`src/rtl/cmp_vector_gen.sv`:
```
// cmp_vector_gen: stimulus source for the equality comparator datapath.
// Sweeps the whole 2*WIDTH-bit operand-pair space once per start, handing
// each pair and its expected equality result out over valid/ready.
// Optional build macro CMP_VECTOR_GEN_LFSR_MODE_EN: pairs come from a 6-bit
// maximal-length LFSR (63 nonzero pairs) instead of a binary counter (64 pairs).
module cmp_vector_gen #(
  parameter int unsigned             WIDTH     = 3,
  parameter logic [2*WIDTH-1:0]      LFSR_SEED = 6'h01
) (
  input  logic                 clk,
  input  logic                 rst_n,
  input  logic                 start,
  input  logic                 vec_ready,
  output logic                 vec_valid,
  output logic [WIDTH-1:0]     vec_a,
  output logic [WIDTH-1:0]     vec_b,
  output logic                 exp_equal,
  output logic                 busy,
  output logic                 done,
  output logic [2*WIDTH:0]     vec_count
);

  localparam int unsigned PW = 2 * WIDTH;
  localparam int unsigned CW = 2 * WIDTH + 1;

`ifdef CMP_VECTOR_GEN_LFSR_MODE_EN
  localparam logic [PW-1:0] FIRST_P = LFSR_SEED;

  // The feedback taps are fixed for the 6-bit polynomial x^6+x^5+1.
  if (WIDTH != 3) begin : g_width_check
    $error("cmp_vector_gen: LFSR mode supports only WIDTH=3");
  end
`else
  localparam logic [PW-1:0] FIRST_P = '0;
`endif

  // An all-zero seed would lock the LFSR; reject it at elaboration.
  if (LFSR_SEED == '0) begin : g_seed_check
    $error("cmp_vector_gen: LFSR_SEED must be nonzero");
  end

  localparam logic FIRST_EQ = (FIRST_P[PW-1:WIDTH] == FIRST_P[WIDTH-1:0]);

  typedef enum logic [1:0] {
    IDLE = 2'd0,
    SEND = 2'd1,
    DONE = 2'd2
  } state_t;

  state_t          state;
  logic [PW-1:0]   p;
  logic [PW-1:0]   p_next;
  logic            last_c;
  logic            next_eq;

  // Successor pair, end-of-sweep detection and expected result for the successor.
  always_comb begin
    p_next  = '0;
    last_c  = 1'b0;
`ifdef CMP_VECTOR_GEN_LFSR_MODE_EN
    p_next  = {p[PW-2:0], p[PW-1] ^ p[PW-2]};
    last_c  = (p_next == LFSR_SEED);
`else
    p_next  = p + PW'(1);
    last_c  = (p == '1);
`endif
    next_eq = (p_next[PW-1:WIDTH] == p_next[WIDTH-1:0]);
  end

  // Sweep controller: pair register, handshake bookkeeping and status flags.
  always_ff @(posedge clk or negedge rst_n) begin
    if (!rst_n) begin
      state     <= IDLE;
      p         <= '0;
      exp_equal <= 1'b0;
      vec_valid <= 1'b0;
      busy      <= 1'b0;
      done      <= 1'b0;
      vec_count <= '0;
    end else begin
      case (state)
        IDLE, DONE: begin
          if (start) begin
            state     <= SEND;
            p         <= FIRST_P;
            exp_equal <= FIRST_EQ;
            vec_valid <= 1'b1;
            busy      <= 1'b1;
            done      <= 1'b0;
            vec_count <= '0;
          end
        end
        SEND: begin
          if (vec_ready) begin
            vec_count <= vec_count + CW'(1);
            if (last_c) begin
              // Last pair stays on the outputs; valid drops with this transfer.
              state     <= DONE;
              vec_valid <= 1'b0;
              busy      <= 1'b0;
              done      <= 1'b1;
            end else begin
              p         <= p_next;
              exp_equal <= next_eq;
            end
          end
        end
        default: begin
          state     <= IDLE;
          vec_valid <= 1'b0;
          busy      <= 1'b0;
          done      <= 1'b0;
        end
      endcase
    end
  end

  assign vec_a = p[PW-1:WIDTH];
  assign vec_b = p[WIDTH-1:0];

endmodule

```
`config.mk`:
```
export PLATFORM = sky130hd
export DESIGN_NAME = cmp_vector_gen
export DESIGN_NICKNAME = d
export VERILOG_FILES = /design/src/rtl/cmp_vector_gen.sv
export SDC_FILE = /design/constraint.sdc
export NUM_CORES = 1
export LEC_CHECK = 0
export ABC_AREA = 0
export ABC_CLOCK_PERIOD_IN_PS = 2950
export CORE_MARGIN = 10
export CORE_UTILIZATION = 52
export CTS_CLUSTER_DIAMETER = 120
export DETAILED_ROUTE_END_ITERATION = 10
export PLACE_DENSITY = 0.79
export SKIP_CTS_REPAIR_TIMING = 1
export SLEW_MARGIN = 20
export SYNTH_ARGS = -nofsm -noshare
export SYNTH_HDL_FRONTEND = slang
export SYNTH_SLANG_ARGS = --single-unit
export TNS_END_PERCENT = 100
```
`constraint.sdc`:
```
create_clock -name clk -period 2.95 [get_ports clk]
set_input_delay 0.885 -clock clk [delete_from_list [all_inputs] [get_ports clk]]
set_output_delay 0.885 -clock clk [all_outputs]
set_load 0.02 [all_outputs]
```
==> results of run 1 <==
[stage by stage]
stage | area [um^2] | std cells | total power, W | hold WS, ns | worst slack (ns)
after floorplan | 953.4 | 95 | 0.0005865 | 0.4795 | 1.084
after global placement | 1170 | 137 | 0.0007395 | 0.4966 | 0.5521
after detailed placement | 1170 | 137 | 0.0007497 | 0.5248 | 0.4936
after CTS | 1206 | 141 | 0.0008993 | 0.5578 | 0.5309
after global routing | 1206 | 141 | 0.0009483 | 0.5917 | 0.4822
final | 1206 | 141 | 0.0008902 | 0.5538 | 0.5394
[sequential cells by signal (all words and copies together), names as in the netlist]
name / count
busy: 1
state: 2
done: 1
p: 6
exp_equal: 1
vec_count: 7
[logic make-up after synthesis]
logic type	Yosys count	share of synthesized area
and+or+nand+nor	38	0.2126
AOI/OAI and AO/OA	19	0.1417
DFF	18	0.4724
xor gates and xnor gates	10	0.09186
buffers and inverters	7	0.04330
adders and majority gates	2	0.02624
muxes	1	0.01181
[layer usage]
metal	global-route usage	vias up	share of wire
met1	0.1126	367	0.44
met2	0.1769	15	0.48
met5	0	-	0
met4	0.04469	0	0.015
li1	-	379	-
met3	0.04480	4	0.065
[cell type report]
| type | count | area [um^2] |
|---|---|---|
| Inverter | 1 | 3.754 |
| Fill cell | 141 | 520.5 |
| Timing Repair Buffer | 23 | 222.7 |
| Multi-Input combinational cell | 70 | 461.7 |
| Tap cell | 25 | 31.28 |
| Clock buffer | 4 | 36.28 |
| Sequential cell | 18 | 450.4 |
[cell usage after synthesis (all sizes together)]
library cell  instances  area, um^2
nand2                 5       18.77
xnor2                 5       43.79
mux2                  1       11.26
xor2                  5       43.79
a22o                  1       8.760
nand4                 1       6.260
and2                  1       6.260
o22ai                 2       12.51
nor3                  4       20.02
clkbuf                3       13.76
nand3                 7       35.03
a21o                  1       7.510
ha                    2       25.02
nor2b                 2       12.51
nor2                  7       28.78
dfrtp                18       450.4
a221o                 1       10.01
inv                   1       3.750
nand4b                1       8.760
a21boi                1       7.510
a211o                 1       8.760
o21ai                 7       35.03
or3                   2       12.51
buf                   3       23.77
a21oi                 3       15.01
a31oi                 1       21.27
and3                  3       18.77
nand3b                2       15.01
o2bb2ai               1       8.760
nor3b                 1       7.510
nand2b                2       12.51
[worst paths after layout]
path	start	endpoint	slack, ns	cells after the start
worst max-delay path	p[5]	vec_a[2]	0.54	1
worst min-delay path	done	done	0.55	2
worst max register to register	p[0]	p[3]	1.00	5
worst min register to register	done	done	0.55	2
max in group asynchronous	rst_n	vec_count[3]	1.84	2
min in group asynchronous	rst_n	vec_count[1]	0.91	2
[report_power, final]
group          switching [W]  total, W  leakage (nW)  internal [W]
Sequential         0.0000680  0.000367         0.237      0.000299
Clock              0.0000759  0.000151        0.0210     0.0000751
Combinational       0.000188  0.000373         0.261      0.000184
==> flow_summary.toml, run 1 <==
[outcome]
outcome = "complete, no violations"

[sta]
timing_worst_slew_pin_value_ns = 0.3421
rsz0062_at_grt = "false"
finalClockSkew_ns = 0.002151
final-setup-viol-count = 0
max_slew_margin = 0.7719
hold_violations = 0
timing.final.max_slew_violations = 0
finalCriticalPeriod_ns = 2.411
final_min_period_over_clock_period = 0.8171
fmax_mhz = 414.8
tns_ns = 0

[critical_path]
cpLargestDelayFamily = "buffers and inverters"
slowest_delay_ns = 0.68
setup.worst_path.end_class = "output pin"
crit_type = "reg -> out"
critPathRequiredTime_ns = 2.07
critPathBufInv = 1
worstPathCellList = "clkdlybuf4s50_1"
critical-path-slowest-cell = "sky130_fd_sc_hd__clkdlybuf4s50_1"
critical_path.max_fanout = 8
worstPathArrival_ns = 1.53
worstSetupStartpointType = "flop"

[layout]
area_growth_syn_to_layout_pct = 26.51
mostFrequentLayoutCell = "sky130_fd_sc_hd__clkdlybuf4s50_1"
final_net_count = 123
final_core_util = 0.6986
most-common-layout-cells = "20 x sky130_fd_sc_hd__clkdlybuf4s50_1, 18 x sky130_fd_sc_hd__dfrtp_1, 7 x sky130_fd_sc_hd__nand3_1"
fraction_of_final_layout_cells_with_drive_strength_greater_than_1 = 0.08621
antenna-diode-count = 0

[clock_network]
clk_path_buf_depth = 2
cts_tree = "built"
numCtsBuffers = 3
clock_sink_count = 18
clockRootBuffer = "sky130_fd_sc_hd__clkbuf_4"
clock_tree.htree_level_count = 1
clk_pin_slew_worst_paths_ns = 0.10
clock_latency_late_sink_ns = 0.29

[hold_path]
holdCritPathClass = "reg -> reg"

[route]
count_of_routing_violations_after_the_opening_detailed_route_iteration = 14
remaining_drcs = 0
drt_first_pass_iters = 4
route.vias.total = 765
route.detailed.wl_per_inst_um = 14.50
totalWireLength_mm = 2.045
route.detailed.vias_per_inst = 5.426
antenna_violating_nets_post_route = 0

[floorplanning]
io_pins = 21
floorplan.rows = 15
die_area_um2 = 3946
coreArea_um2 = 1727
start_util = 0.5522
chipWidth_um = 62.82
die_height_um = 62.82

[synth]
yosysSeqAreaShare = 0.4724
ys.warnings.count = 0
yosysUniqueCellTypes = 36
postSynthRegisterBits = 18
synth_fp_nets = 101
avg_cell_area_syn_um2 = 10.04
post_synthesis_instance_area_um2 = 953.4
number_of_standard_cells_after_synthesis = 95

[placed_design]
numPortBuffers = 20
gp_congestion = 0.8724
post_dp_hpwl_mm = 1.554

[global_routing]
gr-total-overflow = 0
first_global_vias = 793
initial_antenna_violation_count = 0
first_pass_grt_wire_length_mm = 3.532
groute.usage.overall = 0.1053
grt_max_degree = 19

[run]
cap_viol_max_count = 0

[pwr]
worst_ir_drop_vdd_mv = 0.3891
power_density_nw_per_um2 = 738.0
power_leakage_nw = 0.5194
Note: power is estimated with default switching activity, not from simulation.
==> inputs of run 2 (changes only) <==
--- a/config.mk
+++ b/config.mk
@@ -6,12 +6,12 @@
 export NUM_CORES = 1
 export LEC_CHECK = 0
 export ABC_AREA = 0
-export ABC_CLOCK_PERIOD_IN_PS = 2950
+export ABC_CLOCK_PERIOD_IN_PS = 2050
 export CORE_MARGIN = 10
-export CORE_UTILIZATION = 52
+export CORE_UTILIZATION = 44
 export CTS_CLUSTER_DIAMETER = 120
 export DETAILED_ROUTE_END_ITERATION = 10
-export PLACE_DENSITY = 0.79
+export PLACE_DENSITY = 0.71
 export SKIP_CTS_REPAIR_TIMING = 1
 export SLEW_MARGIN = 20
 export SYNTH_ARGS = -nofsm -noshare
==> constraint.sdc (replaced) <==
create_clock -name clk -period 2.05 [get_ports clk]
set_input_delay 0.615 -clock clk [delete_from_list [all_inputs] [get_ports clk]]
set_output_delay 0.615 -clock clk [all_outputs]
set_load 0.02 [all_outputs]
==> run 2 against run 1 <==
  * Via count rose by 3.9%
  * Die area increased by 12%
  * Non-clock buffer count up 7
  * Largest power group unchanged
  * Clock skew grew 0.0017 ns
  * Design area increased by 5.4%
==> flow_summary.toml, run 2 (same netlist as run 1, synthesis figures left out) <==
[placed_design]
dp_worst_setup_slack_ns = -0.03355
gp_congestion = 0.8487
post_dp_hpwl_mm = 1.621
numPortBuffers = 20

[clock_network]
numCtsBuffers = 3
clockRootBuffer = "sky130_fd_sc_hd__clkbuf_4"
clk_path_buf_depth = 2
clock_tree.htree_level_count = 1
clk_pin_slew_worst_paths_ns = 0.11
cts_tree = "built"
clock_sink_count = 18
clock_latency_late_sink_ns = 0.29

[critical_path]
ff2ff_setup_slack_ns = 0.18
critPathRequiredTime_ns = 1.43
critical-path-slowest-cell = "sky130_fd_sc_hd__clkdlybuf4s50_1"
critical_path.max_fanout = 4
timing.rr.end = "p[5]"
worstPathCellList = "clkdlybuf4s50_1"
crit_type = "reg -> out"
crit_cells = 1
slowest_delay_ns = 0.63
crit_start = "vec_count[2]"
setup.worst_path.end_class = "output pin"
critical_path.endpoint = "vec_count[2]"
worstSetupStartpointType = "flop"
worstPathArrival_ns = 1.34
cpLargestDelayFamily = "buffers and inverters"
timing.reg2reg.worst_path_depth = 6
timing.rr.start = "p[1]"
critPathBufInv = 1

[pwr]
power_density_nw_per_um2 = 1022
worst_ir_drop_vdd_mv = 0.5349
power_leakage_nw = 0.6139

[layout]
area_growth_syn_to_layout_pct = 33.33
fraction_of_final_layout_cells_with_drive_strength_greater_than_1 = 0.1382
final_core_util = 0.6350
final_net_count = 130
most-common-layout-cells = "18 x sky130_fd_sc_hd__dfrtp_1, 16 x sky130_fd_sc_hd__clkdlybuf4s50_1, 10 x sky130_fd_sc_hd__buf_4"
antenna-diode-count = 0
mostFrequentLayoutCell = "sky130_fd_sc_hd__dfrtp_1"
largest-register = "vec_count"
largest_reg_flops = 7
largestRegisters = "vec_count: 7 flops, p: 6 flops, state: 2 flops"

[sta]
fmax_mhz = 510.7
rsz0062_at_grt = "false"
finalClockSkew_ns = 0.003811
fin_ws_ns = 0.09174
final-setup-viol-count = 0
hold_violations = 0
timing_worst_slew_pin_value_ns = 0.2617
max_slew_margin = 0.8242
final_min_period_over_clock_period = 0.9553
timing.final.max_slew_violations = 0
finalCriticalPeriod_ns = 1.958

[route]
count_of_routing_violations_after_the_opening_detailed_route_iteration = 34
drt_first_pass_iters = 4
route.detailed.vias_per_inst = 5.300
totalWireLength_mm = 2.131
route.vias.total = 795
antenna_violating_nets_post_route = 0
route.detailed.wl_per_inst_um = 14.21
remaining_drcs = 0

[global_routing]
grt_max_degree = 19
first_pass_grt_wire_length_mm = 3.456
first_global_vias = 756
initial_antenna_violation_count = 0
groute.usage.overall = 0.1009
gr-total-overflow = 0

[outcome]
outcome = "complete, no violations"

[floorplanning]
chipWidth_um = 66.55
floorplan.rows = 16
die_height_um = 66.55
coreArea_um2 = 2002
io_pins = 21
die_area_um2 = 4429
start_util = 0.4762

[hold_path]
holdCritPathClass = "reg -> reg"

[run]
cap_viol_max_count = 0
==> run 2: final cells by class <==
| cell class | instances | area (um^2) |
|---|---|---|
| Clock buffer | 4 | 36.28 |
| Fill cell | 175 | 730.7 |
| Sequential cell | 18 | 450.4 |
| Tap cell | 27 | 33.78 |
| Inverter | 1 | 3.754 |
| Multi-Input combinational cell | 70 | 461.7 |
| Timing Repair Buffer | 30 | 285.3 |
==> run 2: worst min path at each step <==
stage,slack [ns],endpoint,start,cells past startpoint
4_1_cts,0.54,done,done,2
3_5_place_dp,0.52,done,done,2
3_3_place_gp,0.50,done,done,2
6_report,0.53,done,done,2
2_1_floorplan,0.32,busy,rst_n,0
5_1_grt,0.57,done,done,2
==> run 2: per-layer routing <==
layer	wire length [um]	GRT usage	up-vias
met5	0	0	-
met4	19	0.04712	0
met3	192	0.04515	2
met2	973	0.1659	16
met1	946	0.1078	385
li1	-	-	392
==> run 2: per-stage QoR <==
step / instance area, um^2 / total power [W] / setup TNS (ns) / hold WS [ns] / instances
3_5_place_dp: 1225 / 0.001097 / -0.06106 / 0.5156 / 146
6_report: 1271 / 0.001299 / 0 / 0.5330 / 150
4_1_cts: 1261 / 0.001318 / -0.01452 / 0.5394 / 150
2_1_floorplan: 953.4 / 0.0008439 / 0 / 0.3194 / 95
3_3_place_gp: 1225 / 0.001088 / 0 / 0.4979 / 146
5_1_grt: 1271 / 0.001379 / 0 / 0.5724 / 150
==> run 2: where the power goes <==
group	total [W]	internal, W	switching (W)
Combinational	0.000554	0.000277	0.000277
Sequential	0.000523	0.000430	0.0000932
Clock	0.000223	0.000108	0.000114
Total	0.00130	0.000815	0.000484
